$ cat config.mk
export PLATFORM = sky130hd
export DESIGN_NAME = saradc_seq
export DESIGN_NICKNAME = d
export VERILOG_FILES = /design/src/rtl/saradc_pkg.sv /design/src/rtl/saradc_res_fifo.sv /design/src/rtl/saradc_seq.sv
export SDC_FILE = /design/constraint.sdc
export NUM_CORES = 1
export LEC_CHECK = 0
export BUFFER_PORTS_ARGS = -buffer_cell sky130_fd_sc_hd__buf_2
export CORE_AREA = 5 5 99 101
export CTS_CLUSTER_DIAMETER = 100
export DETAILED_ROUTE_END_ITERATION = 16
export DIE_AREA = 0 0 104 106
export PLACE_DENSITY = 0.78
export REMOVE_ABC_BUFFERS = 1
export SETUP_SLACK_MARGIN = 0.1
export SKIP_CTS_REPAIR_TIMING = 1
export SKIP_LAST_GASP = 1
export SLEW_MARGIN = 15
export SYNTH_ARGS = -nofsm -noshare
export SYNTH_HDL_FRONTEND = slang
export SYNTH_SLANG_ARGS = --single-unit
export TNS_END_PERCENT = 100
$ cat constraint.sdc
create_clock -name wb_clk_i -period 3.5 [get_ports wb_clk_i]
set_input_delay 0.35 -clock wb_clk_i [delete_from_list [all_inputs] [get_ports wb_clk_i]]
set_output_delay 0.35 -clock wb_clk_i [all_outputs]
set_load 0.02 [all_outputs]
$ cat src/rtl/saradc_pkg.sv
// SAR ADC sequencer shared definitions: state encoding, result width,
// accumulator width and ADC reset pulse length.
package saradc_pkg;

  localparam int RES_W    = 10;
  localparam int ACC_W    = 12;
  localparam int ARST_LEN = 4;
  localparam int CNT_W    = 16;

  typedef enum logic [2:0] {
    ST_ARST,
    ST_CAL,
    ST_IDLE,
    ST_CONV,
    ST_CAPT
  } state_e;

  // Sticky flag update: a set event wins over a clear in the same cycle.
  function automatic logic sticky_next(input logic q, input logic set, input logic clr);
    return set | (q & ~clr);
  endfunction

endpackage

$ cat src/rtl/saradc_res_fifo.sv
// Result FIFO for the SAR ADC sequencer. DEPTH must be a power of two (>= 2).
// The head word is registered; a push into a full FIFO is dropped and
// reported on ovf_evt_o unless a pop happens in the same cycle.
module saradc_res_fifo
  import saradc_pkg::*;
#(
  parameter int DEPTH = 4,
  parameter int WIDTH = RES_W
) (
  input  logic             clk_i,
  input  logic             rst_i,
  input  logic             push_i,
  input  logic [WIDTH-1:0] push_data_i,
  input  logic             pop_i,
  output logic             valid_o,
  output logic [WIDTH-1:0] head_o,
  output logic             ovf_evt_o
);

  localparam int AW = $clog2(DEPTH);
  localparam logic [AW:0] FULL_C = (AW + 1)'(DEPTH);
  localparam logic [AW:0] ONE_C  = (AW + 1)'(1);

  logic [WIDTH-1:0] mem_q [DEPTH];
  logic [WIDTH-1:0] mem_d [DEPTH];
  logic [AW-1:0]    wr_ptr_q, wr_ptr_d;
  logic [AW-1:0]    rd_ptr_q, rd_ptr_d;
  logic [AW:0]      count_q, count_d;
  logic [WIDTH-1:0] head_q, head_d;
  logic             full, empty, do_push, do_pop;

  assign full      = (count_q == FULL_C);
  assign empty     = (count_q == '0);
  assign do_pop    = pop_i & ~empty;
  assign do_push   = push_i & (~full | do_pop);
  assign ovf_evt_o = push_i & full & ~do_pop;
  assign valid_o   = ~empty;
  assign head_o    = head_q;

  // Pointer, occupancy, storage and next-head computation.
  always_comb begin
    mem_d    = mem_q;
    wr_ptr_d = wr_ptr_q;
    rd_ptr_d = rd_ptr_q;
    count_d  = count_q;
    if (do_push) begin
      mem_d[wr_ptr_q] = push_data_i;
      wr_ptr_d        = wr_ptr_q + AW'(1);
    end
    if (do_pop) begin
      rd_ptr_d = rd_ptr_q + AW'(1);
    end
    if (do_push && !do_pop) begin
      count_d = count_q + ONE_C;
    end else if (!do_push && do_pop) begin
      count_d = count_q - ONE_C;
    end
    // New entry becomes the head when it lands exactly at the next read slot.
    if (count_d == '0) begin
      head_d = head_q;
    end else if (do_push && (wr_ptr_q == rd_ptr_d)) begin
      head_d = push_data_i;
    end else begin
      head_d = mem_q[rd_ptr_d];
    end
  end

  // FIFO state registers.
  always_ff @(posedge clk_i or posedge rst_i) begin
    if (rst_i) begin
      for (int i = 0; i < DEPTH; i++) mem_q[i] <= '0;
      wr_ptr_q <= '0;
      rd_ptr_q <= '0;
      count_q  <= '0;
      head_q   <= '0;
    end else begin
      mem_q    <= mem_d;
      wr_ptr_q <= wr_ptr_d;
      rd_ptr_q <= rd_ptr_d;
      count_q  <= count_d;
      head_q   <= head_d;
    end
  end

endmodule

$ cat src/rtl/saradc_seq.sv
// SAR ADC sequencer: ADC reset pulse, calibration, single/continuous
// conversions with timeout, and a result FIFO with sticky status flags.
// Optional build macro SARADC_SEQ_AVG_EN: each FIFO entry is the mean of four
// consecutive conversions, and one start request runs all four.
//
// state | meaning
// ARST  | adc_rstn_o low for ARST_LEN clocks
// CAL   | adc_en_o and adc_cal_o high for CAL_CYCLES clocks
// IDLE  | waiting for calibration, start or period tick
// CONV  | adc_en_o high, waiting for synced valid edge or timeout
// CAPT  | one clock, sample pushed toward the FIFO
module saradc_seq
  import saradc_pkg::*;
#(
  parameter int CAL_CYCLES = 64,
  parameter int TIMEOUT    = 255,
  parameter int FIFO_DEPTH = 4
) (
  input  logic             wb_clk_i,
  input  logic             wb_rst_i,
  input  logic             start_i,
  input  logic             cont_i,
  input  logic [15:0]      period_i,
  input  logic             cal_req_i,
  input  logic             clr_i,
  output logic             adc_rstn_o,
  output logic             adc_en_o,
  output logic             adc_cal_o,
  input  logic             adc_valid_i,
  input  logic [RES_W-1:0] adc_result_i,
  output logic             res_valid_o,
  input  logic             res_ready_i,
  output logic [RES_W-1:0] res_data_o,
  output logic             busy_o,
  output logic             timeout_o,
  output logic             ovf_o
);

  state_e             state_q, state_d;
  logic [CNT_W-1:0]   cnt_q, cnt_d;
  logic               por_q, por_d;
  logic               start_pend_q, start_pend_d;
  logic               cal_pend_q, cal_pend_d;
  logic               tick_pend_q, tick_pend_d;
  logic [15:0]        per_cnt_q, per_cnt_d;
  logic [2:0]         vs_q, vs_d;
  logic               timeout_q, timeout_d;
  logic               ovf_q, ovf_d;
  logic               tick, adc_evt, timeout_evt, capt, burst_active;
  logic               push, ovf_evt;
  logic [RES_W-1:0]   push_data;

  assign adc_rstn_o = (state_q != ST_ARST);
  assign adc_en_o   = (state_q == ST_CAL) || (state_q == ST_CONV);
  assign adc_cal_o  = (state_q == ST_CAL);
  assign busy_o     = (state_q != ST_IDLE);
  assign timeout_o  = timeout_q;
  assign ovf_o      = ovf_q;
  assign capt       = (state_q == ST_CAPT);

  // Two-flop synchronizer plus one history flop for rising-edge detection.
  assign vs_d    = {vs_q[1:0], adc_valid_i};
  assign adc_evt = vs_q[1] & ~vs_q[2];

  // Continuous-mode period down-counter; reloads on each tick.
  always_comb begin
    tick      = 1'b0;
    per_cnt_d = per_cnt_q;
    if (!cont_i) begin
      per_cnt_d = '0;
    end else if (per_cnt_q <= 16'd1) begin
      tick      = 1'b1;
      per_cnt_d = period_i;
    end else begin
      per_cnt_d = per_cnt_q - 16'd1;
    end
  end

  // Next-state logic, request latching and state timers.
  always_comb begin
    state_d      = state_q;
    cnt_d        = '0;
    por_d        = por_q;
    start_pend_d = start_pend_q | start_i;
    cal_pend_d   = cal_pend_q | cal_req_i;
    tick_pend_d  = cont_i & (tick_pend_q | tick);
    timeout_evt  = 1'b0;
    case (state_q)
      ST_ARST: begin
        if (cnt_q == CNT_W'(ARST_LEN - 1)) begin
          state_d = por_q ? ST_CAL : ST_IDLE;
          por_d   = 1'b0;
        end else begin
          cnt_d = cnt_q + CNT_W'(1);
        end
      end
      ST_CAL: begin
        if (cnt_q == CNT_W'(CAL_CYCLES - 1)) begin
          state_d = ST_IDLE;
        end else begin
          cnt_d = cnt_q + CNT_W'(1);
        end
      end
      ST_IDLE: begin
        if (cal_pend_d) begin
          state_d    = ST_CAL;
          cal_pend_d = 1'b0;
        end else if (burst_active) begin
          state_d = ST_CONV;
        end else if (start_pend_d || tick_pend_d) begin
          state_d      = ST_CONV;
          start_pend_d = 1'b0;
          tick_pend_d  = 1'b0;
        end
      end
      ST_CONV: begin
        if (adc_evt) begin
          state_d = ST_CAPT;
        end else if (cnt_q == CNT_W'(TIMEOUT - 1)) begin
          timeout_evt = 1'b1;
          state_d     = ST_ARST;
        end else begin
          cnt_d = cnt_q + CNT_W'(1);
        end
      end
      ST_CAPT: begin
        state_d = ST_IDLE;
      end
      default: begin
        state_d = ST_ARST;
      end
    endcase
  end

`ifdef SARADC_SEQ_AVG_EN
  logic [ACC_W-1:0] acc_q, acc_d, acc_sum;
  logic [1:0]       avg_cnt_q, avg_cnt_d;

  assign acc_sum      = acc_q + ACC_W'(adc_result_i);
  assign burst_active = (avg_cnt_q != 2'd0);

  // Four-sample accumulator; the fourth capture pushes the truncated mean.
  always_comb begin
    acc_d     = acc_q;
    avg_cnt_d = avg_cnt_q;
    push      = 1'b0;
    push_data = acc_sum[ACC_W-1:2];
    if (timeout_evt) begin
      acc_d     = '0;
      avg_cnt_d = '0;
    end else if (capt) begin
      if (avg_cnt_q == 2'd3) begin
        push      = 1'b1;
        acc_d     = '0;
        avg_cnt_d = '0;
      end else begin
        acc_d     = acc_sum;
        avg_cnt_d = avg_cnt_q + 2'd1;
      end
    end
  end

  // Accumulator registers.
  always_ff @(posedge wb_clk_i or posedge wb_rst_i) begin
    if (wb_rst_i) begin
      acc_q     <= '0;
      avg_cnt_q <= '0;
    end else begin
      acc_q     <= acc_d;
      avg_cnt_q <= avg_cnt_d;
    end
  end
`else
  assign burst_active = 1'b0;
  assign push         = capt;
  assign push_data    = adc_result_i;
`endif

  assign timeout_d = sticky_next(timeout_q, timeout_evt, clr_i);
  assign ovf_d     = sticky_next(ovf_q, ovf_evt, clr_i);

  // Sequencer state, timers, pending requests, synchronizer and flags.
  always_ff @(posedge wb_clk_i or posedge wb_rst_i) begin
    if (wb_rst_i) begin
      state_q      <= ST_ARST;
      cnt_q        <= '0;
      por_q        <= 1'b1;
      start_pend_q <= 1'b0;
      cal_pend_q   <= 1'b0;
      tick_pend_q  <= 1'b0;
      per_cnt_q    <= '0;
      vs_q         <= '0;
      timeout_q    <= 1'b0;
      ovf_q        <= 1'b0;
    end else begin
      state_q      <= state_d;
      cnt_q        <= cnt_d;
      por_q        <= por_d;
      start_pend_q <= start_pend_d;
      cal_pend_q   <= cal_pend_d;
      tick_pend_q  <= tick_pend_d;
      per_cnt_q    <= per_cnt_d;
      vs_q         <= vs_d;
      timeout_q    <= timeout_d;
      ovf_q        <= ovf_d;
    end
  end

  saradc_res_fifo #(
    .DEPTH (FIFO_DEPTH),
    .WIDTH (RES_W)
  ) u_fifo (
    .clk_i       (wb_clk_i),
    .rst_i       (wb_rst_i),
    .push_i      (push),
    .push_data_i (push_data),
    .pop_i       (res_valid_o & res_ready_i),
    .valid_o     (res_valid_o),
    .head_o      (res_data_o),
    .ovf_evt_o   (ovf_evt)
  );

endmodule

=== Word level (Yosys, flattened, before mapping) ===
Index checks and enable logic that the tools add are counted.

* Register bits after elaboration: 101
* Output and inout bits: 17

* Add/subtract/negate cells: 6
* Order comparisons: 4
* Equality and inequality tests: 14
* Muxes and demuxes: 37
* Bitwise gates (word level): 22
* Reduce and logical (&&, ||, !) cells: 14

{| class="wikitable"
|+ Operator list
! kind !! count
|-
| $mux W16 || 6
|-
| $pmux W16 S3 || 1
|-
| $bwmux W40 || 1
|-
| $mux W10 || 4
|-
| $mux W3 || 8
|-
| $bmux W10 S2 || 1
|-
| $demux W10 S2 || 1
|-
| $add A16 B1 Y16 const B || 1
|-
| $eq A16 B2 Y1 const B || 1
|-
| $eq A16 B6 Y1 const B || 1
|-
| $eq A16 B8 Y1 const B || 1
|-
| $le A16 B1 Y1 const B || 1
|-
| $sub A16 B1 Y16 const B || 1
|-
| $pmux W3 S5 || 1
|-
| $mux W1 || 12
|-
| $and A1 B1 Y1 || 9
|-
| $logic_not A3 Y1 || 3
|-
| $eq A3 B2 Y1 const B || 2
|-
| $eq A3 B3 Y1 const B || 2
|-
| $ge A3 B3 Y1 const B || 2
|-
| $ne A3 B2 Y1 const B || 2
|-
| $not A2 Y3 || 2
|-
| $or A1 B1 Y1 || 6
|-
| $not A1 Y1 || 5
|-
| 16 further kinds || 23
|}

=== Longest topological paths before layout ===
Gate-level depths: netlist of run 1.

* Word-level depth: 11
* Gate-level depth with buffers: 10

=== By module ===
A second synthesis of run 1 with hierarchy kept.

* Cell total of the unflattened synthesis: 502
* Area, all modules: 5295.1 µm²

{| class="wikitable"
|+ Modules (own cells, without submodules)
! module !! times used !! cells each !! area an instance (µm²)
|-
| saradc_res_fifo || 1 || 270 || 3022.9
|-
| saradc_seq || 1 || 232 || 2272.2
|}

=== Least setup slack after synthesis of run 1 ===
OpenSTA, ideal clock, no wires.

* Path kind: flip-flop to flip-flop
* Start: register u_fifo.count_q[0]
* End: register u_fifo.head_q[0], in the netlist u_fifo.head_o[0]
* Data arrival time: 2.085 ns
* Path slack: 1.285 ns
* Cell stages (with the launch flop): 10
* Buffers on the path: 0
* Cell sequence: dfrtp_1 -> inv_1 -> ha_1 -> nor2b_2 -> or3_1 -> and2_4 -> clkinv_4 -> mux4_2 -> nand2_1 -> a31oi_1

* Elaborated cells between the ends (all ways): 25

{| class="wikitable"
|+ RTL lines
! item !! RTL line !! RTL
|-
| start, declared || saradc_res_fifo.sv:28 || <nowiki>logic [AW:0] count_q, count_d;</nowiki>
|-
| start signal, assigned || saradc_res_fifo.sv:80 || <nowiki>count_q <= count_d;</nowiki>
|-
| $logic_not A3 Y1 * || saradc_res_fifo.sv:33 || <nowiki>assign empty = (count_q == '0);</nowiki>
|-
| $not A1 Y1 * || saradc_res_fifo.sv:34, saradc_res_fifo.sv:37 ||
|-
| $and A1 B1 Y1 || saradc_seq.sv:217 || <nowiki>.pop_i (res_valid_o & res_ready_i),</nowiki>
|-
| $and A1 B1 Y1 * || saradc_res_fifo.sv:34 || <nowiki>assign do_pop = pop_i & ~empty;</nowiki>
|-
| $mux W2 * || saradc_res_fifo.sv:50 || <nowiki>if (do_pop) begin</nowiki>
|-
| via u_fifo.rd_ptr_d[0] || saradc_res_fifo.sv:27 || <nowiki>logic [AW-1:0] rd_ptr_q, rd_ptr_d;</nowiki>
|-
| $not A2 Y3 (implied by the code) || saradc_res_fifo.sv:64 || <nowiki>head_d = mem_q[rd_ptr_d];</nowiki>
|-
| $bmux W10 S2 || saradc_res_fifo.sv:64 ||
|-
| $mux W10 (implied by the code) (2 in series) || saradc_res_fifo.sv:64 ||
|-
| $mux W10 * || saradc_res_fifo.sv:61 || <nowiki>end else if (do_push && (wr_ptr_q == rd_ptr_d)) begin</nowiki>
|-
| end signal, assigned || saradc_res_fifo.sv:75 || <nowiki>head_q <= '0;</nowiki>
|-
| end signal, assigned || saradc_res_fifo.sv:81 || <nowiki>head_q <= head_d;</nowiki>
|-
| end, declared || saradc_res_fifo.sv:29 || <nowiki>logic [WIDTH-1:0] head_q, head_d;</nowiki>
|}

Mark *: on every way through the listed nets, which the timed path passes. The rest lies on a longest branch. The select of a mux whose other input is x is not followed.
A chain may end at the register's enable or synchronous reset.

=== Worst setup path in the final report of run 1 ===
* Start: register u_fifo.count_q[0]
* End: register u_fifo.head_q[4], in the netlist u_fifo.head_o[4]

* Longest elaborated chain between the ends: 11
* Elaborated cells between the ends (all ways): 25

{| class="wikitable"
|+ RTL lines
! item !! RTL line !! RTL
|-
| $logic_not A3 Y1 || saradc_res_fifo.sv:33 ||
|-
| $not A1 Y1 || saradc_res_fifo.sv:34, saradc_res_fifo.sv:37 ||
|-
| $and A1 B1 Y1 || saradc_seq.sv:217 ||
|-
| $and A1 B1 Y1 || saradc_res_fifo.sv:34 ||
|-
| $or A1 B1 Y1 || saradc_res_fifo.sv:35 || <nowiki>assign do_push = push_i & (~full | do_pop);</nowiki>
|-
| $and A1 B1 Y1 || saradc_res_fifo.sv:35 ||
|-
| $logic_not A1 Y1 || saradc_res_fifo.sv:55 || <nowiki>end else if (!do_push && do_pop) begin</nowiki>
|-
| $logic_and A1 B1 Y1 || saradc_res_fifo.sv:55 ||
|-
| $mux W3 || saradc_res_fifo.sv:55 ||
|-
| $mux W3 || saradc_res_fifo.sv:53 || <nowiki>if (do_push && !do_pop) begin</nowiki>
|-
| $logic_not A3 Y1 || saradc_res_fifo.sv:59 || <nowiki>if (count_d == '0) begin</nowiki>
|}

Several ways; a longest one is shown, not always the timed one. The select of a mux whose other input is x is not followed.

==> key figures, run 1 <==
Floorplan
  – Rows: 35
  – Die area: 11000 um^2
  – Initial Utilization: 55.9%
  – Die width: approximately 100 um
  – Die Span Y: ~110 um
  – # IOs: 51
  – Core ar.: approximately 8900 um^2

Synthesis
  – Sequential-to-total area share from yosys stat: 50.6%
  – Cell area after synthesis: around 5000 um^2
  – Synth Area in Simple Gates: 15.7%
  – Cell variety after synth: 61
  – Post-synth ARST share: 100%
  – Syn Area/Cell: 11.2 um^2
  – Post-Synth Adder-Cell Area: under 10%
  – Synthesis-stage register bit count: 101
  – Main synth FF type: dfrtp_1
  – Ys Warns: 0
  – Post-synth EDFFs: 0
  – Compound-gate portion of the synthesized area: between 10 and 15%
  – Mux cell area share after synthesis: about 13%
  – XOR/XNOR share of the synthesized area: ~4.6%
  – Syn Inst Count: ~450
  – Largest family of logic cells by synthesized area: simple AND/OR/NAND/NOR gates

Finish
  – FILL cells: 737
  – Commonest non-fill, non-tap cell in the layout: dfrtp_1
  – Total Nets Final: between 500 and 600
  – Most frequent cells in the layout: dfrtp_1 (100), nand2_1 (57), buf_2 (50)
  – Area grow syn2layout: 10.4%
  – Layout Cells excl Fill: 610
  – # diodes: 0
  – Layout cells sized above 1: 26.3%

Power and ir drop
  – Power per Cell Area: 743 nW/um^2
  – Max VDD drop: 0.366 mV
  – Leakage: 2.71 nW

Worst hold path
  – Worst hold path type: input port to flip-flop
  – Hold path start: adc_valid_i
  – Hold path depth: 1

Detailed routing
  – Router iterations before antenna repair: 4
  – # DRC: 0
  – Number of routed nets with antenna violations: 0
  – Routed len/inst: 16.1 um
  – Vias/cell: 5.72
  – First-iteration detailed-routing DRC count: 120
  – DR vias: 3492
  – Total Wirelength: around 10 mm

Worst setup path
  – Crit path cell chain: inv_1, ha_1, nor2b_2, o211ai_2, or3_1, a31o_1, nor2_1, a31oi_1
  – Critical path class: flip-flop to flip-flop
  – Worst Reg2Reg Path Length in Cells: 8
  – RR Endpoint: u_fifo.head_o[4]$_DFFE_PP0P_
  – Critical R2R Launch: u_fifo.count_q[0]$_DFF_PP0_
  – Worst setup SP type: flip-flop
  – CP max stage delay: between 0.4 and 0.5 ns
  – Worst R2R Setup Slack: just under 1 ns
  – CP max FO: 20
  – Crit path DAT: 2.73 ns
  – Critical path destination: u_fifo.head_o[4]$_DFFE_PP0P_
  – CP Capture Type: flip-flop
  – Crit path max-delay cell type: a31o_1
  – Worst Setup SP: u_fifo.count_q[0]$_DFF_PP0_
  – Critical Path RT: about 3.7 ns

CTS
  – Clock slew at reported path FFs: ~0.090 ns
  – CTS H-tree depth: 3
  – Worst skew pair latency: 0.36 ns
  – CTS tree: yes
  – Clock root cell: clkbuf_8
  – CTS Sinks: 101
  – Maximum clock path buffer count: 2
  – CTS buffer count: 9

Place
  – Placed Cells: 594
  – IO Port Bufs: 50
  – Post-place setup slack: 1.00 ns
  – Placer Congestion: 0.765
  – DPL Wire Length: 6.82 mm

Timing
  – F_max: 0.395 GHz
  – Fin worst setup slack: 0.970 ns
  – Slew @ Worst Pin: 0.877 ns
  – Worst Skew: 0.0114 ns
  – Final setup viols: 0
  – Final TNS setup: 0 ns
  – RSZ-0062 raised after global routing: false
  – Post-layout min period: 2.53 ns
  – Slew Viols, Final: 0
  – Worst rel slew slack: 41.5%
  – Fin. Hold Viols: 0
  – Fin crit share: 72.3%

Global route
  – Largest net degree at the start of global routing: 74
  – Vias in the first global route: 3557
  – Initial antenna violation count: 0
  – First-pass GRT wire length: 16.7 mm
  – Grt ovf: 0
  – GRT Util Overall: 18.5%

Status
  – Status: finished clean

Flow run
  – Max-cap viol count: 0
[metrics by stage]
stage / area, um^2 / utilization (%) / power, mW / hold slack (ns)
finish: 5510 / 61.7 / 4.10 / 0.109
global route: 5510 / 61.7 / 4.39 / 0.0830
CTS: 5510 / 61.7 / 4.13 / 0.0892
detailed placement: 5310 / 59.5 / 3.39 / 0.361
global placement: 5310 / 59.5 / 3.29 / 0.337
floorplan: 4890 / - / 2.97 / 0.331
[worst max-delay path, delay by kind of cell (launching register included)]
kind,cells,cell delay (ns)
adder cells (fa/ha/maj),1,0.24
flip-flops,1,0.40
AND/OR/NAND/NOR,3,0.87
AO/OA/AOI/OAI,3,0.70
buffers and inverters,1,0.15
[state kept, by name (all words and copies together), names as in the netlist]
register / flops
per_cnt_q: 16
por_q: 1
u_fifo.mem_q: 40
vs_q: 3
cnt_q: 16
u_fifo.head_o: 10
cal_pend_q: 1
state_q: 3
timeout_o: 1
ovf_o: 1
tick_pend_q: 1
u_fifo.count_q: 3
u_fifo.rd_ptr_q: 2
u_fifo.wr_ptr_q: 2
start_pend_q: 1
[cell type report]
type	count	area (um^2)	area share [%]
clock inverter	6	72.6	1.32
timing repair buffer	54	280	5.08
tap	111	139	2.52
clock buffer	10	128	2.31
multi-input combinational	309	2290	41.5
sequential	101	2530	45.9
inverter	19	78.8	1.43
[layer usage]
| metal | share of wire [%] | global-route usage, % | vias to the layer above | routed length, um |
|---|---|---|---|---|
| met5 | 0 | 0 | - | 0 |
| met4 | 2.0 | 6.85 | 0 | 193 |
| met2 | 52 | 32.3 | 63 | 5080 |
| met3 | 3.0 | 3.04 | 20 | 290 |
| li1 | - | - | 1678 | - |
| met1 | 43 | 23.1 | 1731 | 4260 |
[power breakdown]
part,internal [mW],switching [mW],total [mW]
Combinational,0.740,0.870,1.61
Sequential,1.49,0.254,1.74
Clock,0.337,0.405,0.742
[worst min-delay path by stage]
stage / end / slack, ns
after detailed placement: vs_q[1]$_DFF_PP0_ / 0.36
after CTS: vs_q[0]$_DFF_PP0_ / 0.09
after floorplan: vs_q[1]$_DFF_PP0_ / 0.33
after global routing: vs_q[0]$_DFF_PP0_ / 0.08
final: vs_q[0]$_DFF_PP0_ / 0.11
after global placement: vs_q[1]$_DFF_PP0_ / 0.34
[kinds of logic after synthesis]
family | count (synthesis)
adder cells (fa/ha/maj) | 11
flip-flops | 101
buffers and inverters | 38
XOR/XNOR | 26
AO/OA/AOI/OAI | 67
multiplexers | 47
AND/OR/NAND/NOR | 158
[synth_stat cells (3+ instances only)]
library cell | count | area share [%]
o211a_1 | 15 | 3.0
mux2_2 | 36 | 8.1
nand4_1 | 9 | 1.1
nand2_1 | 57 | 4.3
dfrtp_1 | 100 | 50
inv_1 | 18 | 1.4
a31oi_1 | 10 | 1.3
o41ai_1 | 3 | 0.53
nor2b_1 | 3 | 0.38
nand3_1 | 11 | 1.1
xor2_1 | 12 | 2.1
xnor2_1 | 14 | 2.5
clkbuf_1 | 5 | 0.38
o21ai_0 | 12 | 1.2
a21oi_1 | 5 | 0.50
o21a_1 | 3 | 0.45
mux4_2 | 9 | 4.1
buf_2 | 10 | 1.0
nor3_1 | 8 | 0.80
or3_1 | 4 | 0.50
ha_1 | 11 | 2.8
nor2_1 | 41 | 3.1
Power figures use the tool's default switching activity.
==> run 2, diff against run 1 <==
- ABC_AREA: default -> 1
- CORE_AREA: 5 5 99 101 -> 5 5 106 108
- DIE_AREA: 0 0 104 106 -> 0 0 111 113
- PLACE_DENSITY: 0.78 -> 0.75
- clock period: 3.5 -> 2.09 ns (I/O delays scaled with it)
==> run 2 against run 1 <==
Wire length increased by 20%. Core utilization decreased by 1.7 points. Critical endpoint is now u_fifo.head_o[5]$_DFFE_PP0P_. Register-to-register slack got worse by 0.76 ns. Via count increased by 29%. Global-route usage increased by 0.92 points. Highest routed layer unchanged.
==> key figures, run 2 <==
Status
  – Status: finished clean

CTS
  – Maximum clock path buffer count: 2
  – CTS Sinks: just over 100
  – CTS buffer count: 9
  – Clock slew at reported path FFs: 0.10 ns
  – CTS tree: yes
  – Clock root cell: clkbuf_8
  – CTS H-tree depth: 3
  – Worst skew pair latency: 0.37 ns

Global route
  – Initial antenna violation count: 0
  – First-pass GRT wire length: 20.2 mm
  – GRT Util Overall: 19.4%
  – Grt ovf: 0
  – Largest net degree at the start of global routing: 36
  – Vias in the first global route: 4395

Power and ir drop
  – Leakage: approximately 3.1 nW
  – Max VDD drop: 0.677 mV
  – Total power: 7.81 mW
  – Power per Cell Area: 1280 nW/um^2

Timing
  – Final setup viols: 0
  – Slew Viols, Final: 0
  – Fin crit share: 90.1%
  – Slew @ Worst Pin: around 0.44 ns
  – Post-layout min period: 1.88 ns
  – F_max: 0.531 GHz
  – Final TNS setup: 0 ns
  – Worst rel slew slack: a little under three quarters
  – Fin. Hold Viols: 0
  – RSZ-0062 raised after global routing: false
  – Worst Skew: 0.0120 ns
  – Hold WS: 0.0352 ns

Worst hold path
  – Hold path depth: 2
  – Hold path start: clr_i
  – Hold endpoint: timeout_o$_DFF_PP0_
  – Worst hold path type: input port to flip-flop

Synthesis
  – Syn Area/Cell: around 7.8 um^2
  – Ys Warns: 0
  – Cell variety after synth: 33
  – Synth cell count leaders: nand2_1 (196), dfrtp_1 (100), inv_1 (83), o21ai_0 (56), nand3_1 (53)
  – Post-synth top area share: 47.1%
  – Count leader, synth: nand2_1
  – Post-synth ARST share: 100%
  – Ranking of synthesized cells by area: dfrtp_1 (47%), nand2_1 (14%), inv_1 (5.9%)
  – Cell area after synthesis: 5310 um^2
  – Cell accounting for the most synthesized area: dfrtp_1
  – Synthesis-stage register bit count: 101
  – Sequential-to-total area share from yosys stat: 47.6%
  – Main synth FF type: dfrtp_1
  – Syn Inst Count: 683
  – Post-synth EDFFs: 0

Detailed routing
  – DR vias: 4516
  – Routed len/inst: 13.4 um
  – Vias/cell: approximately 5.1
  – Number of routed nets with antenna violations: 0
  – First-iteration detailed-routing DRC count: between 300 and 400
  – Router iterations before antenna repair: 7
  – # DRC: 0
  – Total Wirelength: 11.8 mm

Worst setup path
  – Crit path DAT: 2.15 ns
  – Worst setup SP type: flip-flop
  – Crit path cell chain: inv_2, ha_4, nand2_4, nand2_4, nand2_4, nand2_2, nand2_2, nand2_1, nor2_4, nand2_2, nand2_1, nand2_1, nand2_1, nand2_1
  – CP max stage delay: 0.40 ns
  – Critical Path RT: 2.36 ns
  – Worst R2R Setup Slack: 0.21 ns
  – RR Endpoint: u_fifo.head_o[5]$_DFFE_PP0P_
  – Critical path class: flip-flop to flip-flop
  – CP max FO: 5
  – Critical R2R Launch: u_fifo.count_q[0]$_DFF_PP0_
  – CP Capture Type: flip-flop
  – Delay-heaviest family, CP: simple AND/OR/NAND/NOR gates
  – Worst Path Buf+Inv: 1
  – Worst Reg2Reg Path Length in Cells: 14
  – Crit path max-delay cell type: dfrtp_1
  – Dominant cell type by count on the critical path: nand2_1

Finish
  – Area grow syn2layout: 14.6%
  – Most frequent cells in the layout: nand2_1 (192), dfrtp_1 (100), inv_1 (81)
  – Total Nets Final: 788
  – Largest regs: u_fifo.mem_q (40), cnt_q (16), per_cnt_q (16)
  – FILL cells: 911
  – Largest Register: u_fifo.mem_q
  – Layout cells sized above 1: between 10% and 20%
  – # diodes: 0
  – Max reg flops: 40
  – Layout Cells excl Fill: 884
  – Commonest non-fill, non-tap cell in the layout: nand2_1
  – Sequential cell area: 2530 um^2
  – Area of the multi-input gates: 2430 um^2

Place
  – Placed Cells: 862
  – DPL Wire Length: 8.33 mm
  – Placer Congestion: slightly above 0.8
  – IO Port Bufs: 50

Floorplan
  – Die area: 12500 um^2
  – Initial Utilization: 52.4%
  – Die Span Y: 113 um
  – # IOs: 51
  – Rows: 37
  – Die width: about 110 um
  – Core ar.: 10100 um^2

Flow run
  – Max-cap viol count: 0
==> run 2: cells by family after synthesis <==
group / count (synthesis) / share of synthesized area (%)
fa+ha+maj: 11 / 2.59
compound gates: 82 / 8.25
simple gates: 350 / 29.1
buf+inv: 115 / 8.51
flops: 101 / 47.6
xor+xnor: 24 / 3.96
==> run 2: worst max-delay path by stage <==
stage                           startpoint                           end  slack (ns)  cells past startpoint
2_1_floorplan                     wb_rst_i          cal_pend_q$_DFF_PP0_       -0.76                      1
3_3_place_gp   u_fifo.count_q[0]$_DFF_PP0_  u_fifo.head_o[2]$_DFFE_PP0P_        0.22                     14
3_5_place_dp   u_fifo.count_q[0]$_DFF_PP0_  u_fifo.head_o[2]$_DFFE_PP0P_        0.11                     14
4_1_cts        u_fifo.count_q[0]$_DFF_PP0_  u_fifo.head_o[2]$_DFFE_PP0P_        0.08                     14
5_1_grt        u_fifo.count_q[0]$_DFF_PP0_  u_fifo.head_o[2]$_DFFE_PP0P_        0.09                     14
6_report       u_fifo.count_q[0]$_DFF_PP0_  u_fifo.head_o[5]$_DFFE_PP0P_        0.21                     14
==> run 2: final cells by class <==
class | count | area share [%]
Sequential cell | 101 | 41.6
Inverter | 92 | 5.76
Timing Repair Buffer | 70 | 6.87
Multi-Input combinational cell | 469 | 40.0
Clock inverter | 7 | 0.967
Clock buffer | 9 | 2.04
Tap cell | 136 | 2.80
==> run 2: stage by stage <==
step / worst slack [ns] / area (um^2) / util, %
2_1_floorplan: -0.764 / 5200 / -
3_3_place_gp: 0.216 / 5760 / 56.8
3_5_place_dp: 0.109 / 5760 / 56.8
4_1_cts: 0.0826 / 5940 / 58.6
5_1_grt: 0.0932 / 6080 / 60.0
6_report: 0.207 / 6080 / 60.0
==> run 2: per-layer routing <==
metal	track usage, %	up-vias	routed length (um)
met5	0	-	0
met4	6.90	0	178
met3	2.94	21	540
met2	32.3	112	5650
met1	26.0	2105	5440
li1	-	2278	-
==> run 2: power by group <==
group	internal (mW)	switching, mW
logic	1.40	2.41
clock network	0.447	0.710
registers	2.48	0.360
